<file path="src/rtl/frame_stats_monitor.sv">
// Per-frame pixel statistics and video-timing checker for the NanEye pixel bus.
// Inputs are double-synchronised into CLOCK, edge-detected into registered event
// flags, and accumulated per frame; results are published at frame end.
module frame_stats_monitor #(
   parameter int unsigned D_WIDTH        = 10,
   parameter int unsigned C_ROWS         = 320,
   parameter int unsigned C_COLUMNS      = 320,
   parameter int unsigned TIMEOUT_CYCLES = 4800000
) (
   input  logic                 CLOCK,
   input  logic                 RESET,
   input  logic [D_WIDTH-1:0]   PAR_RAW,
   input  logic                 PCLK,
   input  logic                 H_SYNC,
   input  logic                 V_SYNC,
   output logic                 STAT_VALID,
   output logic [D_WIDTH+16:0]  PIX_SUM,
   output logic [D_WIDTH-1:0]   PIX_MIN,
   output logic [D_WIDTH-1:0]   PIX_MAX,
   output logic [10:0]          LINE_CNT,
   output logic [15:0]          FRAME_CNT,
   output logic                 LINE_LEN_ERR,
   output logic                 FRAME_LEN_ERR,
   output logic                 TIMEOUT_ERR
);

   localparam int unsigned SW = D_WIDTH + 17;
   localparam logic [22:0] TmoLast = 23'(TIMEOUT_CYCLES - 1);

   typedef enum logic [0:0] {StIdle, StFrame} state_e;

   // Control bits packed as {V_SYNC, H_SYNC, PCLK}
   logic [2:0]         ctl1_q, ctl2_q, ctl3_q;
   logic [D_WIDTH-1:0] data1_q, data2_q, pix_q;
   logic               pix_ev_q, hs_fall_q, hs_lvl_q, vs_rise_q, vs_fall_q;

   state_e             state_q, state_d;
   logic [SW-1:0]      sum_q, sum_d;
   logic [SW:0]        sum_ext;
   logic [D_WIDTH-1:0] min_q, min_d, max_q, max_d;
   logic [10:0]        pcnt_q, pcnt_d, lcnt_q, lcnt_d;
   logic               lerr_q, lerr_d;
   logic [22:0]        tmo_q, tmo_d;
   logic               publish, timeout_hit;

   logic               stat_valid_q;
   logic [SW-1:0]      out_sum_q;
   logic [D_WIDTH-1:0] out_min_q, out_max_q;
   logic [10:0]        out_lcnt_q;
   logic [15:0]        out_fcnt_q;
   logic               out_lerr_q, out_ferr_q, out_tmo_q;

   // Synchroniser chain plus registered edge events, all with equal latency
   always_ff @(posedge CLOCK) begin
      if (RESET) begin
         ctl1_q    <= '0;
         ctl2_q    <= '0;
         ctl3_q    <= '0;
         data1_q   <= '0;
         data2_q   <= '0;
         pix_q     <= '0;
         pix_ev_q  <= 1'b0;
         hs_fall_q <= 1'b0;
         hs_lvl_q  <= 1'b0;
         vs_rise_q <= 1'b0;
         vs_fall_q <= 1'b0;
      end else begin
         ctl1_q    <= {V_SYNC, H_SYNC, PCLK};
         ctl2_q    <= ctl1_q;
         ctl3_q    <= ctl2_q;
         data1_q   <= PAR_RAW;
         data2_q   <= data1_q;
         pix_q     <= data2_q;
         pix_ev_q  <= ctl2_q[0] & ~ctl3_q[0] & ctl2_q[1];
         hs_fall_q <= ~ctl2_q[1] & ctl3_q[1];
         hs_lvl_q  <= ctl2_q[1];
         vs_rise_q <= ctl2_q[2] & ~ctl3_q[2];
         vs_fall_q <= ~ctl2_q[2] & ctl3_q[2];
      end
   end

   // Frame FSM: accumulate pixels, close lines, decide when to publish
   always_comb begin
      state_d     = state_q;
      sum_d       = sum_q;
      min_d       = min_q;
      max_d       = max_q;
      pcnt_d      = pcnt_q;
      lcnt_d      = lcnt_q;
      lerr_d      = lerr_q;
      tmo_d       = tmo_q;
      sum_ext     = '0;
      publish     = 1'b0;
      timeout_hit = 1'b0;
      unique case (state_q)
         StIdle: begin
            if (vs_rise_q) begin
               state_d = StFrame;
               sum_d   = '0;
               min_d   = '1;
               max_d   = '0;
               pcnt_d  = '0;
               lcnt_d  = '0;
               lerr_d  = 1'b0;
               tmo_d   = '0;
            end
         end
         StFrame: begin
            tmo_d = tmo_q + 23'd1;
            if (pix_ev_q) begin
               sum_ext = {1'b0, sum_q} + {{(SW + 1 - D_WIDTH){1'b0}}, pix_q};
               sum_d   = sum_ext[SW] ? '1 : sum_ext[SW-1:0];
               if (pix_q < min_q) min_d = pix_q;
               if (pix_q > max_q) max_d = pix_q;
               if (pcnt_q != '1) pcnt_d = pcnt_q + 11'd1;
            end
            // A line still open when V_SYNC falls is closed before publishing
            if (hs_fall_q || (vs_fall_q && hs_lvl_q)) begin
               if (lcnt_q != '1) lcnt_d = lcnt_q + 11'd1;
               if (pcnt_d != 11'(C_COLUMNS)) lerr_d = 1'b1;
               pcnt_d = '0;
            end
            if (vs_fall_q || (tmo_q == TmoLast)) begin
               publish     = 1'b1;
               timeout_hit = ~vs_fall_q;
               state_d     = StIdle;
            end
         end
         default: state_d = StIdle;
      endcase
   end

   // Working state and published result registers
   always_ff @(posedge CLOCK) begin
      if (RESET) begin
         state_q      <= StIdle;
         sum_q        <= '0;
         min_q        <= '1;
         max_q        <= '0;
         pcnt_q       <= '0;
         lcnt_q       <= '0;
         lerr_q       <= 1'b0;
         tmo_q        <= '0;
         stat_valid_q <= 1'b0;
         out_sum_q    <= '0;
         out_min_q    <= '1;
         out_max_q    <= '0;
         out_lcnt_q   <= '0;
         out_fcnt_q   <= '0;
         out_lerr_q   <= 1'b0;
         out_ferr_q   <= 1'b0;
         out_tmo_q    <= 1'b0;
      end else begin
         state_q      <= state_d;
         sum_q        <= sum_d;
         min_q        <= min_d;
         max_q        <= max_d;
         pcnt_q       <= pcnt_d;
         lcnt_q       <= lcnt_d;
         lerr_q       <= lerr_d;
         tmo_q        <= tmo_d;
         stat_valid_q <= publish;
         if (publish) begin
            out_sum_q  <= sum_d;
            out_min_q  <= min_d;
            out_max_q  <= max_d;
            out_lcnt_q <= lcnt_d;
            out_fcnt_q <= out_fcnt_q + 16'd1;
            out_lerr_q <= lerr_d;
            out_ferr_q <= (lcnt_d != 11'(C_ROWS));
            out_tmo_q  <= timeout_hit;
         end
      end
   end

   assign STAT_VALID    = stat_valid_q;
   assign PIX_SUM       = out_sum_q;
   assign PIX_MIN       = out_min_q;
   assign PIX_MAX       = out_max_q;
   assign LINE_CNT      = out_lcnt_q;
   assign FRAME_CNT     = out_fcnt_q;
   assign LINE_LEN_ERR  = out_lerr_q;
   assign FRAME_LEN_ERR = out_ferr_q;
   assign TIMEOUT_ERR   = out_tmo_q;

endmodule

</file>
<file path="config.mk">
export PLATFORM = sky130hd
export DESIGN_NAME = frame_stats_monitor
export DESIGN_NICKNAME = d
export VERILOG_FILES = /design/src/rtl/frame_stats_monitor.sv
export SDC_FILE = /design/constraint.sdc
export NUM_CORES = 1
export LEC_CHECK = 0
export ABC_AREA = 1
export CORE_UTILIZATION = 55
export DETAILED_ROUTE_END_ITERATION = 8
export PLACE_DENSITY_LB_ADDON = 0.2
export SYNTH_ARGS = -nofsm -noshare
export SYNTH_HDL_FRONTEND = slang
export SYNTH_SLANG_ARGS = --single-unit
</file>
<file path="constraint.sdc">
create_clock -name CLOCK -period 4 [get_ports CLOCK]
set_input_delay 0.4 -clock CLOCK [delete_from_list [all_inputs] [get_ports CLOCK]]
set_output_delay 0.4 -clock CLOCK [all_outputs]
set_load 0.05 [all_outputs]
</file>
After elaboration in Yosys (flattened, before gate mapping) --
Index checks and enable logic that the tools add are counted.
Storage, ports and cells: bits in registers 216, input bits 15, output and inout port bits 78, logic and storage cells 90
Cells by class: $add $sub $neg 5, $lt $le $gt $ge 2, eq/ne operators 6, mux-type cells 35, bitwise operators 11, reductions and logical operators 3
Operator list (count):
- two-way mux 11 bit | 8
- two-way mux 27 bit | 3
- two-way mux 10 bit | 6
- case mux 27 bit (2 select lines) | 1
- case mux 23 bit (2 select lines) | 1
- case mux 11 bit (2 select lines) | 2
- case mux 10 bit (2 select lines) | 2
- adder 27 x 10 -> 28 bit | 1
- adder 23 x 1 -> 23 bit (second input constant) | 1
- == test 23 bit (second input constant) | 1
- two-way mux 23 bit | 1
- adder 11 x 1 -> 11 bit (second input constant) | 2
- inequality test 11 bit (second input constant) | 2
- inequality test 11 x 9 -> 1 bit (second input constant) | 2
- adder 16 x 1 -> 16 bit (second input constant) | 1
- greater-than comparator 10 bit | 1
- less-than comparator 10 bit | 1
- two-way mux 1 bit | 9
- NOT 1 bit | 6
- AND 1 bit | 5
- case mux 1 bit (2 select lines) | 2
- logical OR 1 bit | 2
- inequality test 2 bit (second input constant) | 1
- logical AND 1 bit | 1

Depth between registers and ports, before layout --
word-level depth 8, mapped depth 19, depth with buffers taken out 18

Worst setup path before layout --
Ideal clock, no wire load.
kind flip-flop to flip-flop, start point register sum_q[0], end point register out_sum_q[14], in the netlist PIX_SUM[14], library setup time 113 ps, arrival time 2036 ps, data required time 3887 ps, setup slack 1850 ps, stages on the path, launching flop included 19, path buffers 1, period minus slack after synthesis 2150 ps, path through dfxtp_1 > ha_1 > inv_1 > fa_1 > inv_1 > nand3_1 > nand2_1 > nand2_1 > nand2_1 > nand2_1 > nand2_1 > buf_4 > nand3_1 > nand2_1 > nand2_1 > o21ai_1 > nand2_1 > nand2_1 > nand2_1
Between the ends: longest elaborated chain between the ends 4
RTL lines:
- start: declaration | RTL line 38 | logic [SW-1:0] sum_q, sum_d;
- start signal: assignment | RTL line 155 | sum_q <= sum_d;
- adder 27 x 10 -> 28 bit | RTL line 111 | sum_ext = {1'b0, sum_q} + {{(SW + 1 - D_WIDTH){1'b0}}, pix_q};
- two-way mux 27 bit | RTL line 112 | sum_d = sum_ext[SW] ? '1 : sum_ext[SW-1:0];
- two-way mux 27 bit | RTL line 110 | if (pix_ev_q) begin
- case mux 27 bit (2 select lines) | RTL line 95 | unique case (state_q)
- end signal: assignment | RTL line 164 | out_sum_q <= sum_d;
- end: declaration | RTL line 47 | logic [SW-1:0] out_sum_q;
No other way between the ends. A chain may end at the register's enable or synchronous reset.

Final worst setup path --
start point register tmo_q[0], end point register out_min_q[1], in the netlist PIX_MIN[1]
Between the ends: longest elaborated chain between the ends 4
RTL lines:
- start: declaration | RTL line 43 | logic [22:0] tmo_q, tmo_d;
- start signal: assignment | RTL line 161 | tmo_q <= tmo_d;
- == test 23 bit | RTL line 123 | if (vs_fall_q || (tmo_q == TmoLast)) begin
- logical OR 1 bit | RTL line 123
- two-way mux 1 bit | RTL line 123
- two-way mux 1 bit | RTL line 95
- end signal: assignment | RTL line 165 | out_min_q <= min_d;
- end: declaration | RTL line 48 | logic [D_WIDTH-1:0] out_min_q, out_max_q;
No other way between the ends.

==> results.yml <==
power_and_ir_drop:
  p_per_area_mw_per_mm2: 360
  p_leak_nw: 5.27
  p_total_mw: 4.54
  peakVddDrop_mv: 0.348
floorplanning:
  core_mm2: 0.0190
  initial_core_util_pct: 56.8
  die_area_mm2: 0.0201
  num_rows: 50
  pin_count: 93
  die_h_um: 142
  die_w_um: 142
sta:
  relSlewSlack_pct: 30.6
  holdWs_ps: 305
  maxSlewViolCount: 0
  finalHoldViolCount: 0
  setup_violations: 0
  skew_ps: 23.3
  fin_crit_sh_pct: 83.5
  timing.fmax_mhz: 299
  rsz0062_at_grt: "no"
  tns_ps: 0
  period_minus_slack_ps: 3340
  tightest_slew_ps: 1040
synthesis:
  synth_edf_count: 0
  yosys.area.top_type: "dfxtp_1"
  synth.distinct_cells: 51
  syn_area_mm2: 0.0108
  post-synth-top-area-fraction_pct: 40.0
  synth_most_common_cell: "nand2_1"
  async_flop_share_pct: 0
  synth_cells: 1607
  syn_area_per_cell_um2: 6.69
  ys_top_cells_by_area: "dfxtp_1, nand2_1, inv_1"
  yosysSeqAreaShare_pct: 40.0
  mappedNetlistNets: 1656
  ys.flop_type: "dfxtp_1"
  ys_ff_latch: 215
  synth_common_cells: "nand2_1, dfxtp_1, inv_1, nor2_1, nand3_1"
  ys_warn_count: 0
clock_network:
  worstSkewPairLatency_ps: 530
  post_cts_buffers: 0
  clockBufferDepth: 3
  post_cts_resized: 0
  holdBufCountCts: 0
  cts_max_level: 1
  cts_tree: "done"
  cts_buffers: 23
  cts_root_buf: "clkbuf_16"
  clock_sinks: 215
  path_clk_slew_ps: 60
min_path:
  hold_class: "in -> reg"
global_routing:
  grt_max_degree: 55
  grt-ovfl-total: 0
  antenna_found_initial: 0
  grt.total_usage_pct: 27.0
  grt_pass1_vias: 9339
  grt_pass1_wl_mm: 44.5
drt:
  dr_total_vias: 10248
  wl_per_cell_um: 13.9
  vias_per_cell: 5.26
  drt_iter0_markers: 577
  drt-total-wl_mm: 27.1
  drcViolationCount: 0
  firstDrtPassIters: 5
  antenna_left: 0
worst_setup_path:
  cp.required_ps: 4420
  crit_path_end_kind: "register"
  startpoint_type: "register"
  cp.arrival_ps: 3760
  criticalPathCategory: "reg -> reg"
  crit_fanout: 40
place:
  hpwlAfterDp_mm: 18.5
  io_buffers: 92
  gp_congestion: 0.935
final_layout:
  post-route-util_pct: 66.5
  drive_above_1_share_pct: 4.79
  n_antenna_cell: 0
  n_fill_cell: 1702
  synthToLayoutAreaGrowth_pct: 17.2
  nets: 1725
flow_run:
  drv_cap: 0
status:
  status: "complete, no violations"
-- final timing paths --
check | startpoint | to | slack, ps | cells past startpoint
worst max register to register | tmo_q[0] | PIX_MIN[1] | 660 | 11
worst min register to register | ctl3_q[0] | pix_ev_q | 390 | 1
worst max-delay path | tmo_q[0] | PIX_MIN[1] | 660 | 11
worst min-delay path | RESET | pix_q[9] | 310 | 2
-- worst max-delay path, cell delays in order, from the launching register on --
cell     delay (ps)
dfxtp_1         330
ha_1            220
nand2_1         120
nor2_1           70
nand3_2          80
nor2_2           50
nand4_2         100
o21ai_4         280
nor2_4          850
inv_1           530
or2_2           430
and2_1          160
-- routing by layer --
metal  GRT usage [%]  part of all wire [%]  wire length, um  up-vias
li1                -                     -                -     5258
met1            34.2                    44            12000     4640
met2            46.9                    48            12900      299
met3            4.15                   5.6             1530       51
met4            8.83                   2.3              626        0
met5               0                     0                0        -
-- cell usage in the layout, fill, tap and decap left out, types with 6 or more instances in the layout --
master,count
and2_1,10
inv_1,186
ha_1,33
o21ai_0,63
or2_2,11
nor3_1,28
xnor2_1,7
clkdlybuf4s50_1,91
buf_4,11
nand4_1,12
dfxtp_1,215
xor2_1,12
nand3_1,125
nand3b_1,7
nor2_2,6
clkbuf_16,23
a21oi_1,91
nor2_1,153
nand2_1,513
a31oi_1,14
nor4_1,9
-- logic make-up after synthesis --
kind of cell             share of synthesized area, %
buffers and inverters                            9.30
adder cells (fa/ha/maj)                          4.02
XOR/XNOR                                         1.55
flip-flops                                       40.0
AND/OR/NAND/NOR                                  34.9
AO/OA/AOI/OAI                                    10.2
-- flip-flops by register name (all words and copies together), names as in the netlist, 3 cells and up --
signal     cells
lcnt_q        11
ctl1_q         3
ctl2_q         3
data2_q       10
pcnt_q        11
PIX_MIN       10
tmo_q         23
FRAME_CNT     16
PIX_SUM       27
min_q         10
data1_q       10
ctl3_q         3
PIX_MAX       10
max_q         10
sum_q         27
LINE_CNT      11
pix_q         10
-- power breakdown --
group	internal, mW	total (mW)	switching, mW
Combinational	0.0456	0.159	0.114
Clock	1.35	2.20	0.856
Sequential	2.16	2.18	0.0158
Total	3.55	4.54	0.985
-- final cells by class --
type                            count  area (um2)  share of cell area, %
Timing Repair Buffer              102         993                   7.88
Tap cell                          260         325                   2.58
Multi-Input combinational cell   1143        5480                   43.4
Sequential cell                   215        4300                   34.1
Clock inverter                      7         128                   1.01
Inverter                          191         719                   5.71
Clock buffer                       32         659                   5.23
-- metrics by stage --
| stage | cells | area (um2) | worst slack (ps) |
|---|---|---|---|
| floorplan | 1607 | 10800 | 1850 |
| global placement | 1911 | 11800 | 748 |
| detailed placement | 1911 | 11800 | 646 |
| CTS | 1950 | 12600 | 579 |
| global route | 1950 | 12600 | 335 |
| finish | 1950 | 12600 | 660 |
(Power assumes the default switching activity.)
